### src/rtl/scan_pkg.sv
// Shared definitions for the pan/tilt raster-scan sequencer: FSM states,
// serial frame markers and the servo rest position.
package scan_pkg;

  typedef enum logic [3:0] {
    S_IDLE,
    S_MOVE,
    S_SETTLE,
    S_TRIG,
    S_MEAS,
    S_SEND,
    S_NEXT,
    S_END,
    S_FIN
  } state_t;

  localparam logic [7:0] F_SCAN_REC = 8'hAF;
  localparam logic [7:0] F_SCAN_END = 8'hAD;
  localparam int         POS_CENTER = 150;

endpackage

### src/rtl/scan_seq_timeout.sv
// Cycle timeout: counts enabled cycles from a clear and flags the cycle in
// which the programmed limit is reached.
module timeout #(
  parameter int CNT_LEN = 24
) (
  input  logic               clk,
  input  logic               rst_i,
  input  logic               i_clr,
  input  logic               i_en,
  input  logic [CNT_LEN-1:0] i_limit,
  output logic               o_expired
);

  logic [CNT_LEN-1:0] r_cnt;

  // Expires on the limit-th enabled cycle, so the caller spends exactly i_limit cycles waiting.
  assign o_expired = i_en && (r_cnt == (i_limit - CNT_LEN'(1)));

  always_ff @(posedge clk or posedge rst_i) begin
    if (rst_i) begin
      r_cnt <= '0;
    end else if (i_clr) begin
      r_cnt <= '0;
    end else if (i_en && !o_expired) begin
      r_cnt <= r_cnt + CNT_LEN'(1);
    end
  end

endmodule

### src/rtl/scan_seq.sv
// Raster-scan sequencer: steps the servos over a window, settles, ranges each
// point and streams 5-byte records (AF,x,y,lenH,lenL) then an AD trailer.
module scan_seq
  import scan_pkg::*;
#(
  parameter int POS_LEN    = 8,
  parameter int CAP_LEN    = 16,
  parameter int SETTLE_LEN = 24,
  parameter int SETTLE_CYC = 5_000_000
) (
  input  logic               clk,
  input  logic               rst_i,
  input  logic               start,
  input  logic               abort,
  input  logic [POS_LEN-1:0] x_min,
  input  logic [POS_LEN-1:0] x_max,
  input  logic [POS_LEN-1:0] y_min,
  input  logic [POS_LEN-1:0] y_max,
  input  logic [POS_LEN-1:0] step,
  output logic               busy,
  output logic               done,
  output logic               err,
  output logic [POS_LEN-1:0] ser_x,
  output logic [POS_LEN-1:0] ser_y,
  output logic               hc_en,
  input  logic               hc_done,
  input  logic [CAP_LEN-1:0] hc_len,
  output logic [7:0]         tx_data,
  output logic               tx_send,
  input  logic               tx_busy
);

  localparam logic [SETTLE_LEN-1:0] SETTLE_LIM = SETTLE_LEN'(SETTLE_CYC);

  state_t             r_state;
  logic [2:0]         r_idx;
  logic               r_phase;
  logic               r_abort_pend;
  logic               r_err;
  logic               r_busy;
  logic               r_done;
  logic               r_hc_en;
  logic [POS_LEN-1:0] r_ser_x, r_ser_y;
  logic [7:0]         r_tx_data;
  logic               r_tx_send;
  logic [POS_LEN-1:0] r_xmin, r_xmax, r_ymin, r_ymax, r_step;
  logic [POS_LEN-1:0] r_x, r_y;
  logic [15:0]        r_len;

  state_t             w_state_nxt;
  logic [2:0]         w_idx_nxt;
  logic               w_phase_nxt, w_abort_nxt, w_err_nxt, w_busy_nxt;
  logic               w_done_nxt, w_hc_en_nxt, w_tx_send_nxt;
  logic [POS_LEN-1:0] w_ser_x_nxt, w_ser_y_nxt;
  logic [7:0]         w_tx_data_nxt;
  logic [POS_LEN-1:0] w_xmin_nxt, w_xmax_nxt, w_ymin_nxt, w_ymax_nxt, w_step_nxt;
  logic [POS_LEN-1:0] w_x_nxt, w_y_nxt;
  logic [15:0]        w_len_nxt;

  logic               w_abort;
  logic               w_settle_clr, w_settle_en, w_settle_done;
  logic [POS_LEN:0]   w_x_step, w_y_step;

  function automatic logic [7:0] rec_byte(input logic [2:0]         idx,
                                          input logic [POS_LEN-1:0] x,
                                          input logic [POS_LEN-1:0] y,
                                          input logic [15:0]        len);
    case (idx)
      3'd0:    rec_byte = F_SCAN_REC;
      3'd1:    rec_byte = 8'(x);
      3'd2:    rec_byte = 8'(y);
      3'd3:    rec_byte = len[15:8];
      default: rec_byte = len[7:0];
    endcase
  endfunction

  assign w_abort      = r_abort_pend | abort;
  assign w_settle_clr = (r_state == S_MOVE);
  assign w_settle_en  = (r_state == S_SETTLE) && !w_abort;
  // One extra bit so a step past the top of the servo range cannot wrap.
  assign w_x_step     = {1'b0, r_x} + {1'b0, r_step};
  assign w_y_step     = {1'b0, r_y} + {1'b0, r_step};

  timeout #(.CNT_LEN(SETTLE_LEN)) u_settle (
    .clk      (clk),
    .rst_i    (rst_i),
    .i_clr    (w_settle_clr),
    .i_en     (w_settle_en),
    .i_limit  (SETTLE_LIM),
    .o_expired(w_settle_done)
  );

  always_comb begin
    w_state_nxt   = r_state;
    w_idx_nxt     = r_idx;
    w_phase_nxt   = r_phase;
    w_abort_nxt   = w_abort;
    w_err_nxt     = r_err;
    w_busy_nxt    = r_busy;
    w_done_nxt    = 1'b0;
    w_ser_x_nxt   = r_ser_x;
    w_ser_y_nxt   = r_ser_y;
    w_tx_data_nxt = r_tx_data;
    w_tx_send_nxt = r_tx_send;
    w_xmin_nxt    = r_xmin;
    w_xmax_nxt    = r_xmax;
    w_ymin_nxt    = r_ymin;
    w_ymax_nxt    = r_ymax;
    w_step_nxt    = r_step;
    w_x_nxt       = r_x;
    w_y_nxt       = r_y;
    w_len_nxt     = r_len;

    case (r_state)
      S_IDLE: begin
        w_abort_nxt = 1'b0;
        if (start) begin
          w_xmin_nxt = x_min;
          w_xmax_nxt = x_max;
          w_ymin_nxt = y_min;
          w_ymax_nxt = y_max;
          w_step_nxt = (step == '0) ? POS_LEN'(1) : step;
          w_busy_nxt = 1'b1;
          if ((x_min > x_max) || (y_min > y_max)) begin
            w_err_nxt   = 1'b1;
            w_state_nxt = S_END;
          end else begin
            w_err_nxt   = 1'b0;
            w_x_nxt     = x_min;
            w_y_nxt     = y_min;
            w_state_nxt = S_MOVE;
          end
        end
      end
      S_MOVE: begin
        if (w_abort) begin
          w_state_nxt = S_END;
        end else begin
          w_ser_x_nxt = r_x;
          w_ser_y_nxt = r_y;
          w_state_nxt = S_SETTLE;
        end
      end
      S_SETTLE: begin
        if (w_abort)            w_state_nxt = S_END;
        else if (w_settle_done) w_state_nxt = S_TRIG;
      end
      S_TRIG: begin
        // Once the ranger has gone busy the measurement must run to completion.
        if (!hc_done)     w_state_nxt = S_MEAS;
        else if (w_abort) w_state_nxt = S_END;
      end
      S_MEAS: begin
        if (hc_done) begin
          w_len_nxt   = hc_len[15:0];
          w_state_nxt = w_abort ? S_END : S_SEND;
        end
      end
      S_SEND: begin
        if (!r_phase) begin
          if (tx_busy) begin
            w_tx_send_nxt = 1'b0;
            w_phase_nxt   = 1'b1;
          end
        end else if (!tx_busy) begin
          if (r_idx == 3'd4) begin
            w_state_nxt = w_abort ? S_END : S_NEXT;
          end else begin
            w_idx_nxt     = r_idx + 3'd1;
            w_tx_data_nxt = rec_byte(r_idx + 3'd1, r_x, r_y, r_len);
            w_tx_send_nxt = 1'b1;
            w_phase_nxt   = 1'b0;
          end
        end
      end
      S_NEXT: begin
        if (w_x_step > {1'b0, r_xmax}) begin
          w_x_nxt = r_xmin;
          if (w_y_step > {1'b0, r_ymax}) begin
            w_state_nxt = S_END;
          end else begin
            w_y_nxt     = w_y_step[POS_LEN-1:0];
            w_state_nxt = S_MOVE;
          end
        end else begin
          w_x_nxt     = w_x_step[POS_LEN-1:0];
          w_state_nxt = S_MOVE;
        end
      end
      S_END: begin
        w_abort_nxt = 1'b0;
        if (!r_phase) begin
          if (tx_busy) begin
            w_tx_send_nxt = 1'b0;
            w_phase_nxt   = 1'b1;
          end
        end else if (!tx_busy) begin
          w_state_nxt = S_FIN;
        end
      end
      S_FIN: begin
        w_abort_nxt = 1'b0;
        w_state_nxt = S_IDLE;
      end
      default: w_state_nxt = S_IDLE;
    endcase

    // Entry actions: the first byte of a frame is presented on the entering edge.
    if ((w_state_nxt == S_SEND) && (r_state != S_SEND)) begin
      w_idx_nxt     = 3'd0;
      w_phase_nxt   = 1'b0;
      w_tx_send_nxt = 1'b1;
      w_tx_data_nxt = F_SCAN_REC;
    end
    if ((w_state_nxt == S_END) && (r_state != S_END)) begin
      w_phase_nxt   = 1'b0;
      w_tx_send_nxt = 1'b1;
      w_tx_data_nxt = F_SCAN_END;
    end
    if (w_state_nxt == S_FIN) begin
      w_done_nxt = 1'b1;
      w_busy_nxt = 1'b0;
    end
    w_hc_en_nxt = (w_state_nxt == S_TRIG);
  end

  always_ff @(posedge clk or posedge rst_i) begin
    if (rst_i) begin
      r_state      <= S_IDLE;
      r_idx        <= '0;
      r_phase      <= 1'b0;
      r_abort_pend <= 1'b0;
      r_err        <= 1'b0;
      r_busy       <= 1'b0;
      r_done       <= 1'b0;
      r_hc_en      <= 1'b0;
      r_ser_x      <= POS_LEN'(POS_CENTER);
      r_ser_y      <= POS_LEN'(POS_CENTER);
      r_tx_data    <= '0;
      r_tx_send    <= 1'b0;
    end else begin
      r_state      <= w_state_nxt;
      r_idx        <= w_idx_nxt;
      r_phase      <= w_phase_nxt;
      r_abort_pend <= w_abort_nxt;
      r_err        <= w_err_nxt;
      r_busy       <= w_busy_nxt;
      r_done       <= w_done_nxt;
      r_hc_en      <= w_hc_en_nxt;
      r_ser_x      <= w_ser_x_nxt;
      r_ser_y      <= w_ser_y_nxt;
      r_tx_data    <= w_tx_data_nxt;
      r_tx_send    <= w_tx_send_nxt;
    end
  end

  // Window, cursor and result are only read in states entered after they are loaded.
  always_ff @(posedge clk) begin
    r_xmin <= w_xmin_nxt;
    r_xmax <= w_xmax_nxt;
    r_ymin <= w_ymin_nxt;
    r_ymax <= w_ymax_nxt;
    r_step <= w_step_nxt;
    r_x    <= w_x_nxt;
    r_y    <= w_y_nxt;
    r_len  <= w_len_nxt;
  end

  assign busy    = r_busy;
  assign done    = r_done;
  assign err     = r_err;
  assign ser_x   = r_ser_x;
  assign ser_y   = r_ser_y;
  assign hc_en   = r_hc_en;
  assign tx_data = r_tx_data;
  assign tx_send = r_tx_send;

endmodule

### config.mk
export PLATFORM = sky130hd
export DESIGN_NAME = scan_seq
export DESIGN_NICKNAME = d
export VERILOG_FILES = /design/src/rtl/scan_pkg.sv /design/src/rtl/scan_seq_timeout.sv /design/src/rtl/scan_seq.sv
export SDC_FILE = /design/constraint.sdc
export NUM_CORES = 1
export LEC_CHECK = 0
export CORE_MARGIN = 2
export CORE_UTILIZATION = 57
export CTS_CLUSTER_DIAMETER = 120
export DETAILED_ROUTE_END_ITERATION = 16
export HOLD_SLACK_MARGIN = 0.12
export PLACE_DENSITY = 0.9
export SYNTH_ARGS = -nofsm -noshare
export SYNTH_HDL_FRONTEND = slang
export SYNTH_HIERARCHICAL = 1
export SYNTH_SLANG_ARGS = --single-unit
### constraint.sdc
create_clock -name clk -period 5.1 [get_ports clk]
set_input_delay 1.02 -clock clk [delete_from_list [all_inputs] [get_ports clk]]
set_output_delay 1.02 -clock clk [all_outputs]
set_load 0.05 [all_outputs]
---- Word level (Yosys, flattened, before mapping) ----
Index checks and enable logic that the tools add are counted.
word-level totals
  output and inout bits ................... 29
  register bits ........................... 126
  logic and storage cells ................. 153
cells by class
  $lt $le $gt $ge ......................... 4
  eq/ne operators ......................... 30
  add/subtract/negate cells ............... 4
  reductions and logical operators ........ 30
  mux-type cells .......................... 63
  bitwise logic cells ..................... 2
operator list
  cell                                                    count
  2-to-1 mux 8 bit                                        13
  2-to-1 mux 24 bit                                       2
  2-to-1 mux 4 bit                                        12
  case mux 4 bit (8 select lines)                         1
  case mux 8 bit (2 select lines)                         2
  case mux 8 bit (4 select lines)                         1
  adder 24 x 1 -> 24 bit (second input constant)          1
  == test 24 x 23 -> 1 bit (second input constant)        1
  == test 4 x 3 -> 1 bit (second input constant)          6
  2-to-1 mux 3 bit                                        8
  2-to-1 mux 1 bit                                        21
  adder 8 x 8 -> 9 bit                                    2
  > comparator 9 x 8 -> 1 bit                             2
  > comparator 8 bit                                      2
  == test 4 x 2 -> 1 bit (second input constant)          3
  AND reduction 4 bit                                     3
  nonzero test 2 bit                                      6
  inequality test 5 bit (second input constant)           2
  == test 4 bit (second input constant)                   2
  zero test 8 bit                                         1
  inequality test 2 bit (second input constant)           4
  inequality test 4 x 3 -> 1 bit (second input constant)  2
  AND reduction 2 bit                                     4
  == test 3 x 2 -> 1 bit (second input constant)          2
  21 further kinds                                        30

---- Depth between registers and ports, before layout ----
Gate-level depths: netlist (run 1).
  depth after elaboration ................. 11
  gate-level depth with buffers ........... 16
  gate-level depth less buffers ........... 16

---- Modules after synthesis ----
Netlist (run 1), hierarchy kept.
by module, submodules not included
  module    times used  cells an instance  seq. area each (um^2)  area each (um^2)
  scan_seq  1           499                2,882.8                5,630.4
  timeout   1           264                600.6                  2,249.7

---- Least setup slack after synthesis (run 1) ----
No wires, ideal clock.
  path type ............................... register to register
  start point ............................. register r_step[0]
  end point ............................... register r_y[0], enable pin
  data arrival time ....................... 3.604 ns
  stages on the path, launching flop included .. 15
  clock period less this slack ............ 3.990 ns
  library setup time ...................... 0.386 ns
  setup slack ............................. 1.110 ns
  data required time ...................... 4.714 ns
  path buffers ............................ 1
  cells stage by stage .................... edfxtp_1 > ha_1 > fa_1 > a211oi_1 > o21bai_1 > a21oi_1 > xnor2_1 > ha_1 > a211oi_1 > a21oi_1 > o21ai_0 > o221ai_1 > buf_1 > nor2_1 > a211oi_1
on the way
  cells in the longest elaborated chain, start to end .. 4
ends and longest elaborated chain
  element                                                RTL line                          text
  start: declaration                                     scan_seq.sv:46                    logic [POS_LEN-1:0] r_xmin, r_xmax, r_ymin, r_ymax, r_step;
  start signal: assignment                               scan_seq.sv:263                   r_step <= w_step_nxt;
  adder 8 x 8 -> 9 bit, on equally long branches         scan_seq.sv:82, scan_seq.sv:81
  > comparator 9 x 8 -> 1 bit, on equally long branches  scan_seq.sv:179, scan_seq.sv:177
  inequality test 2 bit (no line)                        n/a
  AND reduction 5 bit (no line) (*)                      n/a
  end signal: assignment                                 scan_seq.sv:265                   r_y <= w_y_nxt;
  end: declaration                                       scan_seq.sv:47                    logic [POS_LEN-1:0] r_x, r_y;
Mark *: on every way between the ends. The rest lies on a longest branch, timed or not.
A chain may end at the register's enable or synchronous reset.

---- Worst setup path after layout (run 1) ----
  start point ............................. register r_x[0]
  end point ............................... register r_tx_send (netlist: tx_send)
on the way
  cells in the longest elaborated chain, start to end .. 8
ends and longest elaborated chain
  element                                                                   RTL line                          text
  start: declaration                                                        scan_seq.sv:47
  start signal: assignment                                                  scan_seq.sv:264                   r_x <= w_x_nxt;
  adder 8 x 8 -> 9 bit (*)                                                  scan_seq.sv:81                    assign w_x_step = {1'b0, r_x} + {1'b0, r_step};
  > comparator 9 x 8 -> 1 bit (*)                                           scan_seq.sv:177                   if (w_x_step > {1'b0, r_xmax}) begin
  2-to-1 mux 4 bit (*)                                                      scan_seq.sv:177
  case mux 4 bit (8 select lines) (*)                                       scan_seq.sv:114                   case (r_state)
  == test 4 x 3 -> 1 bit, on equally long branches                          scan_seq.sv:209, scan_seq.sv:215
  logical AND 1 bit, on equally long branches                               scan_seq.sv:209, scan_seq.sv:215
  inequality test 5 bit (no line), or another cell as far along             n/a
  AND reduction 4 bit (no line) / 2-to-1 mux 1 bit (equally long branches)  n/a
  end signal: assignment                                                    scan_seq.sv:253                   r_tx_send <= w_tx_send_nxt;
  end: declaration                                                          scan_seq.sv:45                    logic r_tx_send;
Marked as above.

==> summary.txt, run 1 <==
fmax: 235 MHz
crit-path max cell delay: 0.57 ns
WL per Instance: 17.3 µm
Final Instance Area: 9840 µm²
total congestion overflow: 0
nature of the critical path endpoint: flop
register area: 3480 µm²
postcts setup bufs: 0
P per Cell Area: 435 nW/µm²
Synth cell types: 82
CP required: 5.37 ns
Crit. Startpoint: r_x[0]
GR Util All Layers: 0.278
Post-synth ARST share: 0.492
Worst VDD drop: 0.285 mV
largest net degree at the start of global routing: 46
n_diodes: 0
CTS tree: built
Top FF cell, synth: edfxtp_1
GPL Wtd Cong: 0.903
critical path endpoint: tx_send
Clock power frac: 0.277
reg2reg end: tx_send
RSZ-0062 raised after global routing: false
CP max FO: 11
Slew HR: 0.366
final net count: 1069
CP cell instances: ha_1 -> fa_1 -> a211oi_1 -> o21bai_1 -> a21oi_1 -> xnor2_1 -> ha_1 -> a211oi_1 -> o211ai_1 -> a31oi_1 -> o221ai_1 -> buf_4 -> and2_1 -> o41ai_4 -> o21ai_1
synthesized area: 7880 µm²
CP bufs+invs: 1
initial antenna violation count: 0
Int Power: 2.65 mW
Setup WS post-layout: 0.849 ns
H-tree level count: 4
share of layout cells above drive strength 1: 0.0883
Static Leak: 4.15 nW
dpl cells: 1107
flops & latches, synth: 126
combinational group share of total power: 0.386
Non-Filler Instances: 1139
clk_skew: 0.00615 ns
top post-synthesis cells by area: edfxtp_1 (24%), dfrtp_1 (17%), ha_1 (8.7%)
Yosys top cell area share: 0.244
Worst Reg-to-Reg Cells: 15
post-DP HPWL: 14500 µm
post-route setup TNS: 0 ns
clk_lat worst skew: 0.42 ns
Die Wd: 122 µm
multi-input logic area: 4470 µm²
Avg Cell Area, Syn: 10.3 µm²
total routed wirelength: 19700 µm
number of fill cells in the layout: 898
Initial Utilization: 0.590
Iteration-0 DRC Markers: 619
die area: 14800 µm²
Root Buffer: clkbuf_16
Worst R2R Start: r_x[0]
family with the most delay on the worst path: compound AO/OA/AOI/OAI gates
CTS buffer count: 17
Crit-path slowest cell: o41ai_4
Via density: 5.69
DR DRC count: 0
Critical Path AT: 4.52 ns
# IOs: 91
Core Footprint: 13300 µm²
Final Cycle Share: 0.834
die height: 122 µm
Hold-fix buffers, CTS: 0
register area share after synthesis: 0.442
post_cts resized: 0
net switching power: 1.63 mW
clk buf depth: 2
CTS clk-pin slew, worst paths: 0.06 ns
Setup WS pre-CTS: 0.911 ns
CP Launch Type: flop
Synth area leader: edfxtp_1
vias in the first global route: 6532
Seq pwr share: 0.337
YS warnings: 6
row cnt: 42
count of final hold-check violations: 0
R2R setup slack: 0.85 ns
hold_sp: busy
Pwr Total: 4.28 mW
EDFF count, synth: 64
DR pass1 iterations: 6
Synth Instances: 763
via count: 6479
Tmin final: 4.25 ns
area grow syn2layout: 24.8%
clk sink count: 126
Slew Viols, Final: 0
max cap viols: 0
instance area after placement: 9270 µm²
outcome: complete, no violations
final setup vio count: 0
port buffer count: 90
Crit. path cell count: 15
Net Sw Frac: 0.381
Setup CP Type: flop to flop
Hold/Removal Path Class: flop to flop
ANT nets after route: 0
Least-Margin Pin Slew: 0.950 ns
first-pass GRT wire length: 31600 µm
## metal layers
| metal | track usage | part of all wire |
|---|---|---|
| met2 | 0.471 | 0.50 |
| met3 | 0.0576 | 0.072 |
| met1 | 0.345 | 0.40 |
| met5 | 0 | 0 |
| met4 | 0.126 | 0.031 |
## flip-flops by register name, summed over array words and instances (netlist names)
register and flops:
u_settle/r_cnt 24, r_len 16, r_step 8, r_x 8, r_xmax 8, r_xmin 8
r_y 8, r_ymax 8, ser_x 8, ser_y 8, tx_data 8, r_state 4
r_idx 3, busy 1, done 1, err 1, hc_en 1, r_abort_pend 1
r_phase 1, tx_send 1
## power by group through the flow
stage | clock [mW] | sequential [mW] | combinational, mW
2_1_floorplan | 0 | 1.76 | 0.812
3_3_place_gp | 0 | 1.45 | 1.58
3_5_place_dp | 0 | 1.45 | 1.62
4_1_cts | 1.19 | 1.44 | 1.64
5_1_grt | 1.23 | 1.46 | 1.78
6_report | 1.18 | 1.44 | 1.65
## worst reg2reg max path, cell delays in order (launching register included)
cell and delay [ns]:
edfxtp_1 0.42, ha_1 0.24, fa_1 0.44, a211oi_1 0.27, o21bai_1 0.11, a21oi_1 0.22
xnor2_1 0.18, ha_1 0.30, a211oi_1 0.29, o211ai_1 0.14, a31oi_1 0.16, o221ai_1 0.16
buf_4 0.22, and2_1 0.23, o41ai_4 0.57, o21ai_1 0.15
## final cells by class
class,instances,area share
clock inverters,7,0.00878
flip-flops and latches,126,0.354
clock buffers,25,0.0494
multi-input cells,669,0.454
repair buffers,95,0.0954
inverters,41,0.0156
well taps,176,0.0224
## per-stage QoR
step	hold slack [ns]	util
finish	0.501	0.737
floorplan	0.510	-
global placement	0.475	0.694
CTS	0.508	0.737
detailed placement	0.496	0.694
global route	0.518	0.737
## cells by family (layout without fill, tap and decap cells)
family	after synthesis	in the layout	synth area share
adder cells (fa/ha/maj)	57	57	0.0924
buffers and inverters	73	168	0.0408
multiplexers	33	33	0.0476
other	2	107	0.000953
AND/OR/NAND/NOR	250	250	0.177
flip-flops	126	126	0.442
XOR/XNOR	43	43	0.0478
AO/OA/AOI/OAI	179	179	0.152
## worst min path at each step
stage	cells after the start	to
finish	2	busy
global route	1	ser_x[3]
CTS	2	busy
detailed placement	1	ser_x[3]
global placement	1	err
floorplan	1	ser_y[6]
## cells in the final DEF (no fill, tap or decap), types with 7 or more instances in the layout
cell and n:
or3_1 11, nand2_1 63, or4_1 12, a21o_1 8, clkbuf_16 17, o21ai_1 13
mux2_2 22, dfrtp_1 54, conb_1 107, edfxtp_1 64, nor2_1 53, o31ai_1 13
clkdlybuf4s50_1 90, dfstp_2 8, o21ai_0 22, nor3_1 7, nor2b_1 7, nor4_1 8
nand3b_1 7, xnor2_1 23, nand3_1 15, inv_1 41, xor2_1 20, a21oi_1 62
and3_1 13, ha_1 55, mux2i_1 9, nand4_1 11
## cell usage after synthesis (13+ instances only)
cell type	count
o21ai_0	22
clkbuf_1	21
inv_1	41
nand3_1	15
xnor2_1	23
ha_1	55
mux2_2	22
dfrtp_1	54
o31ai_1	13
and3_1	13
nand2_1	63
edfxtp_1	64
o21ai_1	13
nor2_1	53
a21oi_1	62
xor2_1	20
No activity file was read; power rests on OpenSTA's default activity.
==> run 2: changes to the inputs <==
- clock period: 5.1 -> 4.25 ns (I/O delays scaled with it)
==> summary.txt, run 2 (synthesis gave the netlist of run 1 again) <==
outcome: complete, no violations
clk_lat worst skew: 0.43 ns (about the same)
Static Leak: 4.15 nW (about the same)
share of layout cells above drive strength 1: 0.0953 (+0.00707)
Hold/Removal Path Class: flop to flop
uppermost layer routed: met4
die area: 14800 µm² (unchanged)
Tmin final: 4.11 ns (-0.138 ns)
Clock power frac: 0.268 (-0.009)
leading cell type in the layout, fill and taps excluded: conb_1
count of final hold-check violations: 0 (unchanged)
Initial Utilization: 0.590 (unchanged)
Largest register FFs: 24 (unchanged)
area grow syn2layout: 25.1%
DR WL met3: 1460 µm (+3.1%)
# IOs: 91 (unchanged)
H-tree level count: 4 (unchanged)
clk buf depth: 2 (unchanged)
combinational group share of total power: 0.397 (+0.011)
GPL Wtd Cong: 0.952 (+5.5%)
post-DP HPWL: 14200 µm (-1.6%)
DR pass1 iterations: 5 (-1)
CTS clk-pin slew, worst paths: 0.06 ns (about the same)
Iteration-0 DRC Markers: 754 (+22%)
max cap viols: 0 (unchanged)
Slew HR: 0.376 (+0.00947)
GR Util All Layers: 0.281 (+0.00231)
commonest non-fill, non-tap cells in the layout: conb_1 (107), clkdlybuf4s50_1 (90), edfxtp_1 (64), nand2_1 (63), a21oi_1 (62)
fmax: 243 MHz (+3.3%)
CP bufs+invs: 0 (-1)
DR DRC count: 0 (unchanged)
post-route setup TNS: 0 ns (unchanged)
Critical Path AT: 4.17 ns (-0.35 ns)
Net Sw Frac: 0.395 (+0.0145)
Int Power: 3.11 mW (+18%)
family with the most delay on the worst path: compound AO/OA/AOI/OAI gates
net switching power: 2.03 mW (+25%)
Worst VDD drop: 0.318 mV (+11%)
via count: 6707 (+3.5%)
met2 WL: 9840 µm (-0.42%)
Setup CP Type: flop to flop
RSZ-0062 raised after global routing: false
largest net degree at the start of global routing: 46 (unchanged)
CP max FO: 8 (-3)
total congestion overflow: 0 (unchanged)
Slew Viols, Final: 0 (unchanged)
hold depth: 2 (unchanged)
Seq pwr share: 0.335 (-0.002)
CP cell instances: ha_1 -> fa_1 -> a211oi_1 -> o21bai_1 -> a21oi_1 -> xnor2_1 -> ha_1 -> a211oi_1 -> a21oi_1 -> o21ai_0 -> o221ai_1 -> nor2_1 -> a211oi_2
Worst Reg-to-Reg Cells: 13 (-2)
CTS tree: built
vias in the first global route: 6465 (-1.0%)
total routed wirelength: 20100 µm (+1.9%)
n_diodes: 0 (unchanged)
crit-path max cell delay: 0.59 ns (+0.02 ns)
Final Cycle Share: 0.968 (+0.134)
row cnt: 42 (unchanged)
ANT nets after route: 0 (unchanged)
Crit. path cell count: 13 (-2)
CTS buffer count: 17 (unchanged)
first-pass GRT wire length: 31800 µm (+0.83%)
Crit-path slowest cell: a211oi_2
Core Util, Final: 0.739 (+0.00159)
die height: 122 µm (unchanged)
Via density: 5.88 (+3.3%)
final setup vio count: 0 (unchanged)
CP required: 4.30 ns (-1.07 ns)
Root Buffer: clkbuf_16
clk_skew: 0.00922 ns (+0.00307 ns)
P per Cell Area: 522 nW/µm² (+20%)
Core Footprint: 13300 µm² (unchanged)
Met1 Routed Length: 8100 µm (+4.1%)
Least-Margin Pin Slew: 0.937 ns (-0.0132 ns)
Biggest register: u_settle/r_cnt
nature of the critical path endpoint: flop
Die Wd: 122 µm (unchanged)
number of fill cells in the layout: 912 (+1.6%)
initial antenna violation count: 0 (unchanged)
CP Launch Type: flop
final net count: 1071 (+0.19%)
clk sink count: 126 (unchanged)
top flop regs: u_settle/r_cnt: 24 flops, r_len: 16 flops
port buffer count: 90 (unchanged)
WL per Instance: 17.6 µm (+1.8%)
## run 2: final timing paths
kind | start | end | slack, ns
max in group asynchronous | rst_i | u_settle/r_cnt[21] | 2.69
min | busy | busy | 0.51
min in group asynchronous | rst_i | ser_y[6] | 0.96
max | r_x[0] | r_y[4] | 0.14
min reg2reg | busy | busy | 0.51
max reg2reg | r_x[0] | r_y[4] | 0.14
## run 2: per-stage QoR
step	setup WS, ns	instances	total power, mW	hold WS (ns)	cell area [µm²]
floorplan	0.260	868	3.09	0.510	8270
global placement	0.335	1108	3.62	0.479	9270
detailed placement	0.162	1108	3.68	0.483	9270
CTS	0.0206	1140	5.10	0.517	9850
global route	0.0151	1141	5.34	0.533	9860
finish	0.136	1141	5.14	0.513	9860
## run 2: per-layer routing
layer | vias up | GRT usage
li1 | 3105 | -
met1 | 3212 | 0.351
met2 | 316 | 0.483
met3 | 74 | 0.0623
met4 | 0 | 0.0948
met5 | - | 0
## run 2: area by class of cell
type / count / area (µm²) / area share
Multi-Input combinational cell: 669 / 4470 / 0.454
Sequential cell: 126 / 3480 / 0.353
Timing Repair Buffer: 97 / 953 / 0.0967
Clock buffer: 20 / 489 / 0.0496
Tap cell: 176 / 220 / 0.0223
Inverter: 41 / 154 / 0.0156
Clock inverter: 12 / 83.8 / 0.00850
## run 2: power groups by stage
stage,sequential [mW],combinational [mW],clock (mW)
after floorplan,2.11,0.974,0
after global placement,1.73,1.89,0
after detailed placement,1.73,1.95,0
after CTS,1.72,2.00,1.39
after global routing,1.74,2.16,1.44
final,1.73,2.04,1.38
## run 2: repair_timing
action / 4_1_cts / 5_1_grt
pin swaps: 0 / 1
setup buffers: 0 / 1
endpoints found under the setup margin: 8 / 8
resized for setup: 1 / 0
hold buffers: 0 / 0
## run 2: worst min-delay path: cells and delay by family, from the launching register on
family | cells | cell delay (ns)
DFF | 1 | 0.35
and+or+nand+nor | 2 | 0.13
==> run 3: changes to the inputs <==
- CELL_PAD_IN_SITES_DETAIL_PLACEMENT: default -> 0
- CELL_PAD_IN_SITES_GLOBAL_PLACEMENT: default -> 1
- CORE_UTILIZATION: 57 -> 30
- PLACE_DENSITY: 0.9 -> 0.67
==> summary.txt, run 3 (synthesis gave the netlist of run 1 again) <==
dpl cells: 1269 (+15%)
Slew Viols, Final: 0 (unchanged)
Worst VDD drop: 0.317 mV (-0.17%)
Tmin final: 3.85 ns (-0.264 ns)
row cnt: 59 (+40%)
crit-path max cell delay: 0.43 ns (-0.16 ns)
Initial Utilization: 0.304 (-0.286)
Setup CP Type: flop to flop
clk buf depth: 2 (unchanged)
hold slack: 0.508 ns (-0.00423 ns)
max cap viols: 0 (unchanged)
via count: 6109 (-8.9%)
die area: 27600 µm² (+87%)
clk_skew: 0.00883 ns (-0.000384 ns)
CTS tree: built
Biggest register: u_settle/r_cnt
GPL Wtd Cong: 0.833 (-13%)
leading cell type in the layout, fill and taps excluded: conb_1
vias in the first global route: 6075 (-6.0%)
Static Leak: 4.14 nW (-0.11%)
instance area after placement: 9490 µm² (+2.3%)
Setup WS post-layout: 0.400 ns (+0.264 ns)
die height: 166 µm (+37%)
Root Buffer: clkbuf_16
total routed wirelength: 20300 µm (+0.94%)
Non-Filler Instances: 1302 (+14%)
RSZ-0062 raised after global routing: false
outcome: complete, no violations
GR Util All Layers: 0.152 (-0.129)
area grow syn2layout: 27.5%
largest net degree at the start of global routing: 46 (unchanged)
CP required: 4.61 ns (+0.31 ns)
Core Footprint: 25900 µm² (+94%)
nature of the critical path endpoint: flop
post-route setup TNS: 0 ns (unchanged)
CP Launch Type: flop
Final Cycle Share: 0.906 (-0.0620)
CP max FO: 8 (unchanged)
GRT busiest layer: met2
Least-Margin Pin Slew: 1.06 ns (+0.121 ns)
share of layout cells above drive strength 1: 0.0982 (+0.00291)
Final Instance Area: 10100 µm² (+2.0%)
H-tree level count: 4 (unchanged)
ANT nets after route: 0 (unchanged)
WL per Instance: 15.6 µm (-12%)
first-pass GRT wire length: 33100 µm (+3.9%)
post-DP HPWL: 15600 µm (+9.8%)
register area: 3480 µm² (unchanged)
M1 GR Usage: 0.212 (-0.140)
multi-input logic area: 4480 µm² (about the same)
Largest register FFs: 24 (unchanged)
CTS clk-pin slew, worst paths: 0.06 ns (about the same)
CTS buffer count: 17 (unchanged)
met3 usage: 0.0307 (-0.0315)
count of final hold-check violations: 0 (unchanged)
initial antenna violation count: 0 (unchanged)
final setup vio count: 0 (unchanged)
n_diodes: 0 (unchanged)
DR pass1 iterations: 7 (+2)
port buffer count: 90 (unchanged)
total congestion overflow: 0 (unchanged)
fmax: 260 MHz (+6.8%)
Iteration-0 DRC Markers: 297 (-61%)
DR DRC count: 0 (unchanged)
P per Cell Area: 505 nW/µm² (-3.2%)
Crit-path slowest cell: fa_1
Via density: 4.69 (-20%)
final net count: 1073 (+0.19%)
number of fill cells in the layout: 2570 (+180%)
top flop regs: u_settle/r_cnt: 24 flops, r_len: 16 flops
Critical Path AT: 4.21 ns (+0.04 ns)
commonest non-fill, non-tap cells in the layout: conb_1 (107), clkdlybuf4s50_1 (90), edfxtp_1 (64), nand2_1 (63), a21oi_1 (62)
GR Util met2: 0.245 (-0.239)
Hold/Removal Path Class: flop to flop
# IOs: 91 (unchanged)
clk_lat worst skew: 0.42 ns (about the same)
clk sink count: 126 (unchanged)
Die Wd: 166 µm (+37%)
Setup WS pre-CTS: 0.0432 ns (-0.119 ns)
CP cell instances: ha_1 -> fa_1 -> a211oi_1 -> o21bai_1 -> a21oi_1 -> xnor2_1 -> ha_1 -> a211oi_1 -> o211ai_1 -> a31oi_1 -> o221ai_1 -> and2_1 -> o41ai_4 -> buf_4 -> o211a_1
Slew HR: 0.295 (-0.0807)
-- run 3: layout make-up --
class	count	area share
clock buffers	18	0.0437
clock inverters	14	0.0111
inverters	41	0.0153
multi-input cells	669	0.445
flip-flops and latches	126	0.347
well taps	335	0.0417
repair buffers	99	0.0964
-- run 3: where the power goes --
group	internal (mW)	total (mW)	switching, mW
logic	0.746	2.00	1.25
clock network	0.770	1.35	0.583
registers	1.54	1.72	0.186
total	3.05	5.07	2.02
-- run 3: path summary, 6_finish.rpt --
path	cells after the start	start	end	slack [ns]
worst max-delay path	15	r_step[0]	tx_data[4]	0.40
worst min-delay path	1	ser_x[5]	ser_x[5]	0.51
worst max register to register	15	r_step[0]	tx_data[4]	0.40
worst min register to register	1	ser_x[5]	ser_x[5]	0.51
max in group asynchronous	2	rst_i	u_settle/r_cnt[20]	2.62
min in group asynchronous	3	rst_i	done	0.92
-- run 3: per-stage QoR --
| stage | util | power [mW] |
|---|---|---|
| global placement | 0.366 | 3.72 |
| CTS | 0.387 | 5.11 |
| floorplan | - | 3.09 |
| finish | 0.388 | 5.07 |
| global route | 0.388 | 5.37 |
| detailed placement | 0.366 | 3.73 |
-- run 3: worst max-delay path: cells and delay by family, from the launching register on --
family          cells  cell delay [ns]
compound gates      9             1.74
fa+ha+maj           3             0.98
flops               1             0.40
simple gates        1             0.27
buf+inv             1             0.20
xor+xnor            1             0.18
-- run 3: routing by layer --
metal / vias up / share of wire
li1: 3109 / -
met1: 2890 / 0.49
met2: 100 / 0.47
met3: 10 / 0.031
met4: 0 / 0.0074
met5: - / 0
-- run 3: timing repair --
item                       CTS  global route
hold buffers                 0             0
buffers inserted             0             1
setup endpoints to repair    0            16
gates resized for setup      0             1
